[src/rtl/axi_lite_slave_regfile_pkg.sv]
// Shared constants and types for the AXI-Lite register file slave.
// Response codes and read-channel state encoding.
package axi_lite_slave_regfile_pkg;

  localparam logic [3:0] RESP_OKAY   = 4'd0;
  localparam logic [3:0] RESP_SLVERR = 4'd2;
  localparam logic [3:0] RESP_DECERR = 4'd3;

  typedef enum logic {
    RD_IDLE = 1'b0,
    RD_RESP = 1'b1
  } rd_state_e;

endpackage

[src/rtl/axi_lite_regbank.sv]
// NUM_REGS x DATA_WIDTH register bank.
// One synchronous write port, one combinational read port.
module axi_lite_regbank #(
  parameter int NUM_REGS   = 16,
  parameter int DATA_WIDTH = 8,
  parameter int IDX_W      = (NUM_REGS > 1) ? $clog2(NUM_REGS) : 1
) (
  input  logic                  clk_i,
  input  logic                  rst_ni,
  input  logic                  we_i,
  input  logic [IDX_W-1:0]      waddr_i,
  input  logic [DATA_WIDTH-1:0] wdata_i,
  input  logic [IDX_W-1:0]      raddr_i,
  output logic [DATA_WIDTH-1:0] rdata_o
);

  logic [DATA_WIDTH-1:0] mem_q [NUM_REGS];

  // Storage: cleared on reset, written when the top commits a write
  always_ff @(posedge clk_i or negedge rst_ni) begin
    if (!rst_ni) begin
      for (int i = 0; i < NUM_REGS; i++) begin
        mem_q[i] <= '0;
      end
    end else if (we_i) begin
      mem_q[waddr_i] <= wdata_i;
    end
  end

  assign rdata_o = mem_q[raddr_i];

endmodule

[src/rtl/axi_lite_slave_regfile.sv]
// AXI-Lite slave backed by a small register bank.
// Independent read FSM and AW/W/B write path.
module axi_lite_slave_regfile
  import axi_lite_slave_regfile_pkg::*;
#(
  parameter int ADDR_WIDTH = 8,
  parameter int DATA_WIDTH = 8,
  parameter int NUM_REGS   = 16
) (
  input  logic                  clk,
  input  logic                  rst,
  input  logic [ADDR_WIDTH-1:0] read_address,
  input  logic                  AR_VALID,
  output logic                  AR_READY,
  output logic [DATA_WIDTH-1:0] data_read,
  output logic                  R_VALID,
  input  logic                  R_READY,
  input  logic [ADDR_WIDTH-1:0] write_address,
  input  logic                  AW_VALID,
  output logic                  AW_READY,
  input  logic [DATA_WIDTH-1:0] data_write,
  input  logic                  W_VALID,
  output logic                  W_READY,
  output logic                  B_VALID,
  output logic [3:0]            BRESPONSE,
  input  logic                  B_READY
);

  localparam int IDX_W =
    (NUM_REGS > 1) ? $clog2(NUM_REGS) : 1;
  localparam logic [ADDR_WIDTH:0] NUM_LIM =
    (ADDR_WIDTH+1)'(NUM_REGS);

  rd_state_e             rd_state_q, rd_state_d;
  logic [DATA_WIDTH-1:0] rd_data_q, rd_data_d;

  logic                  aw_full_q, aw_full_d;
  logic [ADDR_WIDTH-1:0] aw_q, aw_d;
  logic                  w_full_q, w_full_d;
  logic [DATA_WIDTH-1:0] w_q, w_d;
  logic                  b_valid_q, b_valid_d;
  logic [3:0]            bresp_q, bresp_d;

  logic                  rd_in_range;
  logic                  wr_in_range;
  logic [ADDR_WIDTH-1:0] wr_addr;
  logic [DATA_WIDTH-1:0] wr_data;
  logic                  aw_hs, w_hs;
  logic                  aw_eff, w_eff;
  logic                  bank_we;
  logic [DATA_WIDTH-1:0] bank_rdata;

  assign AR_READY  = (rd_state_q == RD_IDLE);
  assign R_VALID   = (rd_state_q == RD_RESP);
  assign data_read = rd_data_q;

  assign AW_READY  = ~aw_full_q & ~b_valid_q;
  assign W_READY   = ~w_full_q & ~b_valid_q;
  assign B_VALID   = b_valid_q;
  assign BRESPONSE = bresp_q;

  assign aw_hs  = AW_VALID & AW_READY;
  assign w_hs   = W_VALID & W_READY;
  assign aw_eff = aw_full_q | aw_hs;
  assign w_eff  = w_full_q | w_hs;

  // A channel landing this cycle is used directly so the
  // commit happens on the later handshake edge itself
  assign wr_addr = aw_full_q ? aw_q : write_address;
  assign wr_data = w_full_q ? w_q : data_write;

  assign rd_in_range = {1'b0, read_address} < NUM_LIM;
  assign wr_in_range = {1'b0, wr_addr} < NUM_LIM;

  axi_lite_regbank #(
    .NUM_REGS   (NUM_REGS),
    .DATA_WIDTH (DATA_WIDTH),
    .IDX_W      (IDX_W)
  ) u_bank (
    .clk_i   (clk),
    .rst_ni  (rst),
    .we_i    (bank_we),
    .waddr_i (wr_addr[IDX_W-1:0]),
    .wdata_i (wr_data),
    .raddr_i (read_address[IDX_W-1:0]),
    .rdata_o (bank_rdata)
  );

  // Read FSM next state: capture data on AR, clear on R
  always_comb begin
    rd_state_d = rd_state_q;
    rd_data_d  = rd_data_q;
    unique case (rd_state_q)
      RD_IDLE: begin
        if (AR_VALID) begin
          rd_state_d = RD_RESP;
          rd_data_d  = rd_in_range ? bank_rdata : '0;
        end
      end
      RD_RESP: begin
        if (R_READY) begin
          rd_state_d = RD_IDLE;
          rd_data_d  = '0;
        end
      end
    endcase
  end

  // Read FSM state register
  always_ff @(posedge clk or negedge rst) begin
    if (!rst) begin
      rd_state_q <= RD_IDLE;
      rd_data_q  <= '0;
    end else begin
      rd_state_q <= rd_state_d;
      rd_data_q  <= rd_data_d;
    end
  end

  // Write path: hold AW/W, commit when both present, B response
  always_comb begin
    aw_full_d = aw_full_q;
    aw_d      = aw_q;
    w_full_d  = w_full_q;
    w_d       = w_q;
    b_valid_d = b_valid_q;
    bresp_d   = bresp_q;
    bank_we   = 1'b0;
    if (aw_hs) begin
      aw_full_d = 1'b1;
      aw_d      = write_address;
    end
    if (w_hs) begin
      w_full_d = 1'b1;
      w_d      = data_write;
    end
    if (aw_eff && w_eff) begin
      aw_full_d = 1'b0;
      w_full_d  = 1'b0;
      bank_we   = wr_in_range;
      b_valid_d = 1'b1;
      bresp_d   = wr_in_range ? RESP_OKAY : RESP_DECERR;
    end else if (b_valid_q && B_READY) begin
      b_valid_d = 1'b0;
      bresp_d   = RESP_OKAY;
    end
  end

  // Write path registers
  always_ff @(posedge clk or negedge rst) begin
    if (!rst) begin
      aw_full_q <= 1'b0;
      aw_q      <= '0;
      w_full_q  <= 1'b0;
      w_q       <= '0;
      b_valid_q <= 1'b0;
      bresp_q   <= RESP_OKAY;
    end else begin
      aw_full_q <= aw_full_d;
      aw_q      <= aw_d;
      w_full_q  <= w_full_d;
      w_q       <= w_d;
      b_valid_q <= b_valid_d;
      bresp_q   <= bresp_d;
    end
  end

endmodule

[config.mk]
export PLATFORM = sky130hd
export DESIGN_NAME = axi_lite_slave_regfile
export DESIGN_NICKNAME = d
export VERILOG_FILES = /design/src/rtl/axi_lite_slave_regfile_pkg.sv /design/src/rtl/axi_lite_regbank.sv /design/src/rtl/axi_lite_slave_regfile.sv
export SDC_FILE = /design/constraint.sdc
export NUM_CORES = 1
export LEC_CHECK = 0
export ABC_AREA = 1
export BUFFER_PORTS_ARGS = -buffer_cell sky130_fd_sc_hd__buf_4
export CAP_MARGIN = 20
export CORE_MARGIN = 2
export CORE_UTILIZATION = 60
export CTS_CLUSTER_SIZE = 20
export DETAILED_ROUTE_END_ITERATION = 7
export PLACE_DENSITY_LB_ADDON = 0.25
export SLEW_MARGIN = 10
export SYNTH_ARGS = -nofsm -noshare
export SYNTH_HDL_FRONTEND = slang
export SYNTH_SLANG_ARGS = --single-unit
export TNS_END_PERCENT = 1
[constraint.sdc]
create_clock -name clk -period 2.05 [get_ports clk]
set_input_delay 0.5125 -clock clk [delete_from_list [all_inputs] [get_ports clk]]
set_output_delay 0.5125 -clock clk [all_outputs]
set_load 0.01 [all_outputs]
# [After elaboration in Yosys (flattened, before gate mapping)]
# Index checks and enable logic that the tools add are counted.
[word_totals] output_inout_bits=17 wordCells=75 register_bits=160 input_bits=31
[op_classes] bitwise=12 muxes=25 n_reduce_logical=7 eq_ne=2 order_cmp=5
[op_table] cell="$bwmux 128" count=1
[op_table] cell="$mux 8" count=8
[op_table] cell="$bmux 8 s4" count=1
[op_table] cell="$demux 8 s4" count=1
[op_table] cell="$lt 8x5->1 const B" count=2
[op_table] cell="$pmux 8 s2" count=1
[op_table] cell="$ge 5x5->1 const B" count=2
[op_table] cell="$not 4->5" count=2
[op_table] cell="$mux 1" count=9
[op_table] cell="$mux 4" count=2
[op_table] cell="$reduce_bool 2->1" count=3
[op_table] cell="$lt 5x1->1 const B" count=1
[op_table] cell="$and 1x1->1" count=4
[op_table] cell="$ne 2x2->1 const B" count=2
[op_table] cell="$not 1->1" count=4
[op_table] cell="$logic_and 1x1->1" count=3
[op_table] cell="$mux 2" count=1
[op_table] cell="$or 1x1->1" count=2
[op_table] cell="$pmux 1 s2" count=1
[op_table] cell="$reduce_and 2->1" count=1

# [Longest topological paths before layout]
# Gate-level depths: netlist of run 1.
[logic_depth] word_depth=7 mapped_depth=10 depth_no_buf=9

# [By module]
# Synthesis of run 1 repeated with hierarchy kept, for this count alone.
[hier_totals] hier_cells=1022 area_unflattened_um2=7785.0
[by_module_without_submodules] module="axi_lite_regbank" area_per_inst_um2=6271.0 n_inst=1 cells_each=850 seq_area_each_um2=3203.1
[by_module_without_submodules] module="axi_lite_slave_regfile" area_per_inst_um2=1514.0 n_inst=1 cells_each=172 seq_area_each_um2=725.7

# [Worst setup path before layout of run 1]
# No wires, ideal clock.
[synth_path] kind="register to register" from="register b_valid_q, in the netlist B_VALID" to="register u_bank.mem_q[24] (netlist name)" path_buffers=1 path_stages_with_launch=10 required_ns=1.933 t_arrival_ns=1.664 setup_time_ns=0.117 setup_slack_ns=0.269 synth_period_minus_slack_ns=1.781 path_cell_list="dfrtp_1 -> nor2_2 -> nand2_1 -> nand2_1 -> nand2_1 -> a21oi_4 -> buf_2 -> nand2_2 -> nand2_1 -> nand2_1"
[synth_between] elab_chain_cells=6 word_cells_on_any_way=9 classes_between="1 x mux; 7 x bitwise; 1 x reduce/logical"
[synth_lines] item="start: declaration" line="axi_lite_slave_regfile.sv:41" source="logic b_valid_q, b_valid_d;"
[synth_lines] item="start signal: assignment" line="axi_lite_slave_regfile.sv:163" source="b_valid_q <= b_valid_d;"
[synth_lines] item="$not 1->1" line="axi_lite_slave_regfile.sv:57" source="assign AW_READY = ~aw_full_q & ~b_valid_q;"
[synth_lines] item="$and 1x1->1" line="axi_lite_slave_regfile.sv:57"
[synth_lines] item="net AW_READY" line="axi_lite_slave_regfile.sv:20" source="output logic AW_READY,"
[synth_lines] item="$and 1x1->1" line="axi_lite_slave_regfile.sv:62" source="assign aw_hs = AW_VALID & AW_READY;"
[synth_lines] item="$or 1x1->1" line="axi_lite_slave_regfile.sv:64" source="assign aw_eff = aw_full_q | aw_hs;"
[synth_lines] item="$logic_and 1x1->1" line="axi_lite_slave_regfile.sv:137" source="if (aw_eff && w_eff) begin"
[synth_lines] item="$mux 1" line="axi_lite_slave_regfile.sv:137"
[synth_lines] item="end signal: indexed assignment" line="axi_lite_regbank.sv:26" source="mem_q[waddr_i] <= wdata_i;"
[synth_lines] item="end: declaration" line="axi_lite_regbank.sv:17" source="logic [DATA_WIDTH-1:0] mem_q [NUM_REGS];"
# The timed path passes the listed nets, and every way through them passes these cells.
# A chain may end at the register's enable or synchronous reset.

# [Final worst setup path of run 1]
[layout_path] from="register aw_full_q" to="register u_bank.mem_q[113] (netlist name)"
[layout_between] elab_chain_cells=7 word_cells_on_any_way=15 classes_between="3 x order compare; 5 x mux; 5 x bitwise; 2 x reduce/logical"
[layout_lines] item="start: declaration" line="axi_lite_slave_regfile.sv:37" source="logic aw_full_q, aw_full_d;"
[layout_lines] item="start signal: assignment" line="axi_lite_slave_regfile.sv:159" source="aw_full_q <= aw_full_d;"
[layout_lines] item="$mux 8" line="axi_lite_slave_regfile.sv:69" source="assign wr_addr = aw_full_q ? aw_q : write_address;"
[layout_lines] item="$not 4->5 (not written as such)" line="axi_lite_regbank.sv:26"
[layout_lines] item="$ge 5x5->1 (not written as such) or $lt 5x1->1 (tied branches)" line="axi_lite_regbank.sv:26"
[layout_lines] item="$logic_and 1x1->1 (not written as such)" line="axi_lite_regbank.sv:26"
[layout_lines] item="$mux 8 (not written as such)" line="axi_lite_regbank.sv:26"
[layout_lines] item="$demux 8 s4" line="axi_lite_regbank.sv:26"
[layout_lines] item="$bwmux 128" line="axi_lite_regbank.sv:26"
# Parallel ways exist; a longest one is shown, timed or not.

==> results of run 1 <==
==> cells in the mapped netlist <==
library cell    n
buf_1           2
nor3_1          2
nand2_2         7
dfrtp_1       157
inv_2           2
mux2_2          1
nand2_4        10
nor2_2         16
nand3_1       224
a21oi_4         1
nand4_1         1
buf_4           4
o21ai_0        20
nor2_1          4
buf_6           7
nand2_1       494
a21oi_1         4
clkbuf_1       32
buf_2          10
inv_1          25
o21ai_1         8
nor2_4          1
conb_1          1
==> state kept, by name (all words and copies together), names as in the netlist <==
signal        cells
BRESPONSE         1
B_VALID           1
R_VALID           1
aw_full_q         1
aw_q              8
data_read         8
u_bank.mem_q    128
w_full_q          1
w_q               8
==> cell usage in the layout, fill, tap and decap left out, drive strengths merged <==
cell type    count
nand2          511
nand3          224
dfrtp          157
buf            104
o21ai           28
inv             27
clkbuf          23
nor2            21
clkinv           7
a21oi            5
bufinv           3
nor3             2
conb             2
nand4            1
mux2             1
clkinvlp         1
dlygate4sd3      1
==> path summary, 6_finish.rpt <==
check | depth (start not counted) | slack (ps) | startpoint | to
min in group asynchronous | 2 | 550 | rst | aw_q[5]$_DFFE_PN0P_
max in group asynchronous | 3 | 890 | rst | u_bank.mem_q[29]$_DFFE_PN0P_
hold / removal | 2 | 300 | R_READY | R_VALID$_DFF_PN0_
setup reg to reg | 9 | 160 | aw_full_q$_DFFE_PN0P_ | u_bank.mem_q[113]$_DFFE_PN0P_
setup / recovery | 9 | 160 | aw_full_q$_DFFE_PN0P_ | u_bank.mem_q[113]$_DFFE_PN0P_
hold reg to reg | 2 | 470 | u_bank.mem_q[48]$_DFFE_PN0P_ | u_bank.mem_q[48]$_DFFE_PN0P_
==> what timing repair did <==
action / 4_1_cts / 5_1_grt
pin swaps: 0 / 0
buffers inserted: 0 / 2
endpoints found under the setup margin: 8 / 98
cloned: 0 / 2
hold buffers: 1 / 0
resized for setup: 1 / 1
hold endpoints to repair: 33 / 0
==> report_power, final <==
part           switching (mW)  internal [mW]  total [mW]
clock network            1.27           2.00        3.27
registers               0.366           3.66        4.02
logic                    1.77          0.873        2.65
total                    3.41           6.54        9.94
==> logic make-up (layout without fill, tap and decap cells) <==
family / count (synthesis) / count (layout)
other: 1 / 2
buffers and inverters: 82 / 166
flip-flops: 157 / 157
AND/OR/NAND/NOR: 759 / 759
multiplexers: 1 / 1
AO/OA/AOI/OAI: 33 / 33
==> cell type report <==
class	instances	area [um2]
inverters	27	101
clock inverters	11	140
flip-flops and latches	157	3930
well taps	172	215
clock buffers	21	470
fillers	1051	3350
repair buffers	107	945
multi-input cells	795	3470
==> metal layers <==
metal	wire length, um	share of wire [%]	global-route usage [%]	vias up
met2	10000	46	49.4	432
li1	-	-	-	3452
met3	2130	9.8	7.85	82
met5	0	0	0	-
met1	8780	40	43.0	3400
met4	881	4.0	16.3	0
==> worst max-delay path, delay by kind of cell (launching register included) <==
kind	cells	cell delay, ps
buf+inv	1	270
compound gates	1	250
simple gates	7	750
flops	1	490
==> flow_metrics.tcl, run 1 <==
set metrics [dict create \
    run_status "finished, final reports clean" \
    critPathLaunchType "register" \
    cts_buffer_depth 2 \
    dr.first_iter.drc_count 888 \
    cts_num_sinks 157 \
    dp_cells 1253 \
    fp.dieW_um 118 \
    core_um2 12600 \
    min_period_over_period_pct 92.1 \
    detailed_place.area_um2 8580 \
    synth-simple-area-share_pct 42.1 \
    gp_congestion 0.894 \
    fin_nets 1136 \
    grt_pass1_vias 6903 \
    syn_area_um2 7780 \
    fin_hold_ws_ps 297 \
    crit_path_frequent_cell "nand2_1" \
    yosys-top-cells-area "dfrtp_1 (50%), nand2_1 (24%), nand3_1 (14%)" \
    clk_latency_ps 430 \
    final_cell_area_um2 9270 \
    synthAdderAreaFrac_pct 0 \
    synth_top_family_by_area "simple AND/OR/NAND/NOR gates" \
    peakVddDrop_mv 0.919 \
    firstDrtPassIters 6 \
    fmax_mhz 529 \
    synth_warnings 0 \
    cp.required_ps 2360 \
    overflow 0 \
    dieArea_um2 13900 \
    endpoint_kind "register" \
    power.density_nw_per_um2 1070 \
    wire_per_inst_um 16.9 \
    post-route-min-period_ps 1890 \
    vias 7366 \
    setup_tns_ps 0 \
    synth_compound_area_share_pct 2.27 \
    hpwlAfterDp_mm 13.1 \
    vias_per_cell 5.71 \
    grt_usage_pct 32.3 \
    ant_nets 0 \
    yosysSeqAreaShare_pct 50.5 \
    drive_above_1_share_pct 15.8 \
    syn2layout_area_growth_pct 19.2 \
    tritoncts "built" \
    hold_violations 0 \
    drv_slew 0 \
    max_cap_violations 0 \
    crit_type "reg -> reg" \
    synth-seq-cells 157 \
    grt_max_degree 56 \
    finalNonFillerCells 1290 \
    netlist_instances 1033 \
    io_buffers 45 \
    start_util_pct 61.7 \
    cts_buffers 17 \
    pre_cts_ws_ps -62.3 \
    synthMuxAreaShare_pct 0.145 \
    synth_top_area_share_pct 50.5 \
    synth_top_area_cell "dfrtp_1" \
    die_h_um 118 \
    min_path_type "in -> reg" \
    setup_slack_ps 161 \
    max_slew_margin_pct 62.9 \
    clk_pin_slew_ps 60 \
    worstPathCellList "nor2_2 > nand2_1 > nand2_1 > nand2_1 > a21oi_4 > buf_12 > nand2_2 > nand2_1 > nand2_1" \
    antenna_found_initial 0 \
    crit_path_max_incr_delay_ps 490 \
    path_max_fanout 27 \
    skew_ps 10.6 \
    wl_mm 21.8 \
    leakage_nw 5.07 \
    ys_types 23 \
    grt_first_pass_wirelength_mm 35.1 \
    synth_xor_area_share_pct 0 \
    avgSynthCellArea_um2 7.53 \
    power_mw 9.94 \
    diodes 0 \
    clock_tree.root_cell "clkbuf_16" \
    cp_slowest_cell "dfrtp_2" \
    post-route-util_pct 73.5 \
    drc_errors 0 \
    rows 41 \
    setup_violations 0 \
    tightest_slew_ps 557 \
    h-tree-depth 4 \
    ioPinCount 48 \
    arrival_ps 2200 \
]
(Power assumes the default switching activity.)
==> run 2: changes to the inputs <==
--- a/config.mk
+++ b/config.mk
@@ -8,8 +8,10 @@
 export ABC_AREA = 1
 export BUFFER_PORTS_ARGS = -buffer_cell sky130_fd_sc_hd__buf_4
 export CAP_MARGIN = 20
+export CELL_PAD_IN_SITES_DETAIL_PLACEMENT = 1
+export CELL_PAD_IN_SITES_GLOBAL_PLACEMENT = 1
 export CORE_MARGIN = 2
-export CORE_UTILIZATION = 60
+export CORE_UTILIZATION = 45
 export CTS_CLUSTER_SIZE = 20
 export DETAILED_ROUTE_END_ITERATION = 7
 export PLACE_DENSITY_LB_ADDON = 0.25
==> run 2 against run 1 <==
Compared with the run above:
- routed wire length is 15% higher
- die area rose by 32%
- sequential share of layout area decreased by 0.81 points
- via count fell by 1.0%
- clock power is essentially flat
- clock-buffer cell count decreased by 2
- worst hold slack lost 280 ps
- critical endpoint is now u_bank.mem_q[112]$_DFFE_PN0P_
==> flow_metrics.tcl, run 2 (synthesized netlist as in run 1, its figures left out) <==
set metrics [dict create \
    drc_errors 0 \
    regArea_um2 3930 \
    start_util_pct 45.5 \
    clock_tree.root_cell "clkbuf_16" \
    seqPwrFrac_pct 39.9 \
    cp.required_ps 2360 \
    die_h_um 136 \
    wl_mm 25.1 \
    switching_share_pct 35.0 \
    run_status "finished, final reports clean" \
    grtUsageMet3_pct 4.90 \
    clk_latency_ps 430 \
    vias 7289 \
    overflow 0 \
    antenna_found_initial 0 \
    worst-path-buf-inv 2 \
    grtUsageMet2_pct 48.4 \
    ff2ff_path_depth 10 \
    critPathLaunchType "register" \
    p_int_mw 6.54 \
    layout_common_cells "nand2_1 (493), nand3_1 (224), dfrtp_1 (156), buf_4 (97), inv_1 (25)" \
    max_slew_margin_pct 58.7 \
    tightest_slew_ps 620 \
    dieArea_um2 18400 \
    crit_family "simple AND/OR/NAND/NOR gates" \
    cts_buffers 17 \
    top_usage_layer "met2" \
    core_um2 17100 \
    dr.first_iter.drc_count 593 \
    cts_buffer_depth 2 \
    ant_nets 0 \
    hpwlAfterDp_mm 16.2 \
    fin_nets 1141 \
    fillCellCount 2137 \
    clk_pin_slew_ps 70 \
    syn2layout_area_growth_pct 21.5 \
    firstDrtPassIters 5 \
    largest_reg_flops 128 \
    post-route-min-period_ps 1920 \
    grt_usage_pct 28.5 \
    min_period_over_period_pct 93.9 \
    ioPinCount 48 \
    finalNonFillerCells 1348 \
    diodes 0 \
    endpoint_kind "register" \
    p_sw_mw 3.53 \
    grt_max_degree 46 \
    hold_violations 0 \
    post-route-util_pct 55.2 \
    leakage_nw 5.15 \
    cts_num_sinks 157 \
    grt_pass1_vias 7514 \
    peakVddDrop_mv 0.846 \
    skew_ps 8.95 \
    min_path_type "in -> async" \
    wire_per_inst_um 18.6 \
    use_met1_pct 36.9 \
    arrival_ps 2240 \
    regMostFlops "u_bank.mem_q" \
    setup_violations 0 \
    cp.depth 10 \
    power.density_nw_per_um2 1060 \
    tritoncts "built" \
    crit_path_max_incr_delay_ps 480 \
    io_buffers 45 \
    fp.dieW_um 136 \
    fmax_mhz 520 \
    h-tree-depth 4 \
    cp_slowest_cell "dfrtp_2" \
    gp_congestion 0.808 \
    clockPowerShare_pct 32.5 \
    path_max_fanout 21 \
    drive_above_1_share_pct 16.4 \
    final_common_cell "nand2_1" \
    multiInputGateArea_um2 3490 \
    rows 48 \
    crit_path_frequent_cell "nand2_1" \
    crit_type "reg -> reg" \
    combPwrFrac_pct 27.6 \
    drv_slew 0 \
    worstPathCellList "nor2_2 > nand2_1 > nand2_1 > nand2_2 > a21oi_4 > buf_12 > buf_12 > nand2_2 > nand2_1 > nand2_1" \
    max_cap_violations 0 \
    grt_first_pass_wirelength_mm 39.9 \
    vias_per_cell 5.41 \
    dp_cells 1310 \
]
run 2: cell types whose count changed in the layout (fill, tap and decap cells not counted), sizes merged:
cell,previous run,this run
buf,104,110
dlygate4sd3,1,0
clkinv,7,8
clkinvlp,1,2
clkbuf,23,21
run 2: layer usage:
layer,routed length (um),vias to the layer above
li1,-,3476
met1,11000,3585
met3,954,39
met5,0,-
met2,12600,189
met4,564,0
run 2: stage by stage:
stage / hold WS, ps / TNS (ps) / worst slack [ps] / area, um2 / total power, mW
floorplan: 217 / 0 / 269 / 7790 / 5.48
global placement: 453 / -691 / -92.1 / 8720 / 6.61
detailed placement: 458 / -1500 / -187 / 8720 / 6.73
CTS: 14.1 / 0 / 10.6 / 9350 / 10.0
global route: 17.8 / -2.72 / -2.72 / 9460 / 10.6
finish: 16.4 / 0 / 126 / 9460 / 10.1
run 2: area by class of cell:
class,count,share of cell area [%]
multi-input cells,795,37.0
clock inverters,13,1.77
clock buffers,19,4.68
well taps,225,2.98
inverters,27,1.07
flip-flops and latches,157,41.6
repair buffers,112,11.0
run 2: timing repair:
item,CTS,global route
pin swaps,0,0
gates cloned,0,2
gates resized for setup,5,4
setup endpoints to repair,40,110
hold endpoints to repair,0,0
buffers inserted,0,4
hold buffers,0,0
run 2: power by group through the flow:
stage | combinational (mW) | sequential (mW) | clock [mW]
after floorplan | 1.53 | 3.95 | 0
after global placement | 2.58 | 4.03 | 0
after detailed placement | 2.67 | 4.06 | 0
after CTS | 2.70 | 4.01 | 3.33
after global routing | 3.06 | 4.08 | 3.46
final | 2.78 | 4.02 | 3.27
run 2: path summary, 6_finish.rpt:
kind	from	end	slack [ps]
setup / recovery	aw_full_q$_DFFE_PN0P_	u_bank.mem_q[112]$_DFFE_PN0P_	130
hold / removal	rst	u_bank.mem_q[2]$_DFFE_PN0P_	20
setup reg to reg	aw_full_q$_DFFE_PN0P_	u_bank.mem_q[112]$_DFFE_PN0P_	130
hold reg to reg	u_bank.mem_q[48]$_DFFE_PN0P_	u_bank.mem_q[48]$_DFFE_PN0P_	470
max in group asynchronous	rst	data_read[6]$_DFFE_PN0P_	1410
min in group clk	R_READY	R_VALID$_DFF_PN0_	290
==> run 3: changes to the inputs <==
--- a/config.mk
+++ b/config.mk
@@ -9,9 +9,9 @@
 export BUFFER_PORTS_ARGS = -buffer_cell sky130_fd_sc_hd__buf_4
 export CAP_MARGIN = 20
 export CELL_PAD_IN_SITES_DETAIL_PLACEMENT = 1
-export CELL_PAD_IN_SITES_GLOBAL_PLACEMENT = 1
+export CELL_PAD_IN_SITES_GLOBAL_PLACEMENT = 2
 export CORE_MARGIN = 2
-export CORE_UTILIZATION = 45
+export CORE_UTILIZATION = 36
 export CTS_CLUSTER_SIZE = 20
 export DETAILED_ROUTE_END_ITERATION = 7
 export PLACE_DENSITY_LB_ADDON = 0.25
==> run 3 against run 2 <==
Compared with the run above:
- first-iteration DRC count shrank 31%
- sequential power is essentially flat
- die area grew 24%
- register-to-register slack gained 40 ps
- final area shrank 0.24%
- cell count grew 2.8%
- worst hold slack gained 2.6 ps
- maximum frequency grew 2.1%
- setup slack gained 40 ps
- flip-flop and latch count is the same
- sequential share of layout area grew 0.099 points
- global-route usage shrank 5.1 points
- largest power group unchanged
==> flow_metrics.tcl, run 3 (synthesized netlist as in run 1, its figures left out) <==
set metrics [dict create \
    wire_per_inst_um 17.8 \
    cts_buffers 17 \
    postCtsSetupBuffers 0 \
    dieArea_um2 22800 \
    run_status "finished, final reports clean" \
    cp.required_ps 2370 \
    hold_violations 0 \
    die_h_um 151 \
    fmax_mhz 531 \
    regMostFlops "u_bank.mem_q" \
    endpoint_kind "register" \
    io_buffers 45 \
    r2r_start "aw_full_q$_DFFE_PN0P_" \
    firstDrtPassIters 5 \
    core_um2 21100 \
    vias 7047 \
    grt_max_degree 47 \
    final_common_cell "nand2_1" \
    diodes 0 \
    r2r_setup_slack_ps 170 \
    min_period_over_period_pct 91.9 \
    critPathLaunchType "register" \
    rsz0062_at_grt "false" \
    leakage_nw 5.05 \
    min_path_type "in -> async" \
    tightest_slew_ps 540 \
    post-route-min-period_ps 1880 \
    layout_common_cells "nand2_1 (494), nand3_1 (224), dfrtp_1 (156), buf_4 (81), inv_1 (25)" \
    path_max_fanout 15 \
    dr.first_iter.drc_count 408 \
    grt_usage_pct 23.4 \
    crit_path_max_incr_delay_ps 480 \
    start_util_pct 36.9 \
    fin_hold_ws_ps 19.0 \
    ff2ff_path_depth 10 \
    drc_errors 0 \
    clk_latency_ps 430 \
    overflow 0 \
    gp_congestion 0.803 \
    grt_pass1_vias 7392 \
    drv_slew 0 \
    hpwlAfterDp_mm 16.4 \
    crit_family "simple AND/OR/NAND/NOR gates" \
    power_mw 9.98 \
    tritoncts "built" \
    syn2layout_area_growth_pct 21.2 \
    setup_violations 0 \
    worstPathCellList "nor2_2 > nand2_1 > nand2_1 > nand2_1 > a21oi_4 > buf_12 > buf_4 > nand2_2 > nand2_1 > nand2_1" \
    hold_buffers 0 \
    post_cts_resize_count 0 \
    arrival_ps 2210 \
    largest_reg_flops 128 \
    worst-path-buf-inv 2 \
    cp_slowest_cell "dfrtp_2" \
    crit_path_frequent_cell "nand2_1" \
    fp.dieW_um 151 \
    power.density_nw_per_um2 1060 \
    clk_pin_slew_ps 60 \
    ioPinCount 48 \
    grt_first_pass_wirelength_mm 40.4 \
    crit_type "reg -> reg" \
    drive_above_1_share_pct 15.1 \
    wl_mm 24.6 \
    ant_nets 0 \
    peakVddDrop_mv 0.603 \
    cts_buffer_depth 2 \
    rows 53 \
    rr_endpoint "u_bank.mem_q[23]$_DFFE_PN0P_" \
    max_cap_violations 0 \
    antenna_found_initial 0 \
    clock_tree.root_cell "clkbuf_16" \
    fin_nets 1129 \
    skew_ps 8.36 \
    max_slew_margin_pct 64.0 \
    h-tree-depth 4 \
    cts_num_sinks 157 \
    vias_per_cell 5.08 \
]
## run 3: cell types whose count changed in the layout (fill, tap and decap cells not counted), sizes merged
cell and change:
clkinv -2, buf -10, clkbuf +1, clkinvlp -1
## run 3: area by class of cell
cell class / count / area, um2
timing repair buffer: 100 / 980
tap: 275 / 344
multi-input combinational: 795 / 3470
clock inverter: 10 / 139
inverter: 27 / 101
sequential: 157 / 3930
clock buffer: 22 / 464
fill: 2611 / 11700
## run 3: worst register-to-register path, cell delays in order (launching register included)
cell     delay (ps)
dfrtp_2         480
nor2_2          150
nand2_1          80
nand2_1          80
nand2_1         110
a21oi_4         150
buf_12          200
buf_4           200
nand2_2         140
nand2_1         120
nand2_1          60
## run 3: layer usage
layer	vias to the layer above	GRT usage, %	wire [um]
met2	135	38.4	11700
met4	0	6.36	391
li1	3440	-	-
met1	3446	32.1	11700
met5	-	0	0
met3	26	3.95	814
## run 3: power by group
group,internal (mW),switching [mW]
registers,3.66,0.351
logic,0.884,1.79
clock network,1.98,1.32
## run 3: per-stage QoR
| step | setup TNS, ps | cells | setup WS, ps | util (%) | area, um2 |
|---|---|---|---|---|---|
| 2_1_floorplan | 0 | 1034 | 269 | - | 7790 |
| 3_3_place_gp | -9.88 | 1354 | -5.84 | 41.8 | 8820 |
| 3_5_place_dp | -235 | 1354 | -34.4 | 41.8 | 8820 |
| 4_1_cts | 0 | 1386 | 24.7 | 44.7 | 9430 |
| 5_1_grt | 0 | 1386 | 30.5 | 44.7 | 9430 |
| 6_report | 0 | 1386 | 166 | 44.7 | 9430 |
## run 3: worst max path at each step
stage                          start                      endpoint  slack (ps)  cells past startpoint
6_report       aw_full_q$_DFFE_PN0P_  u_bank.mem_q[23]$_DFFE_PN0P_         170                     10
2_1_floorplan    B_VALID$_DFFE_PN0P_  u_bank.mem_q[24]$_DFFE_PN0P_         270                      9
5_1_grt        aw_full_q$_DFFE_PN0P_  u_bank.mem_q[23]$_DFFE_PN0P_          30                     10
4_1_cts        aw_full_q$_DFFE_PN0P_  u_bank.mem_q[28]$_DFFE_PN0P_          20                      6
3_3_place_gp        write_address[2]  u_bank.mem_q[26]$_DFFE_PN0P_          -6                      8
3_5_place_dp        write_address[2]  u_bank.mem_q[26]$_DFFE_PN0P_         -30                      8
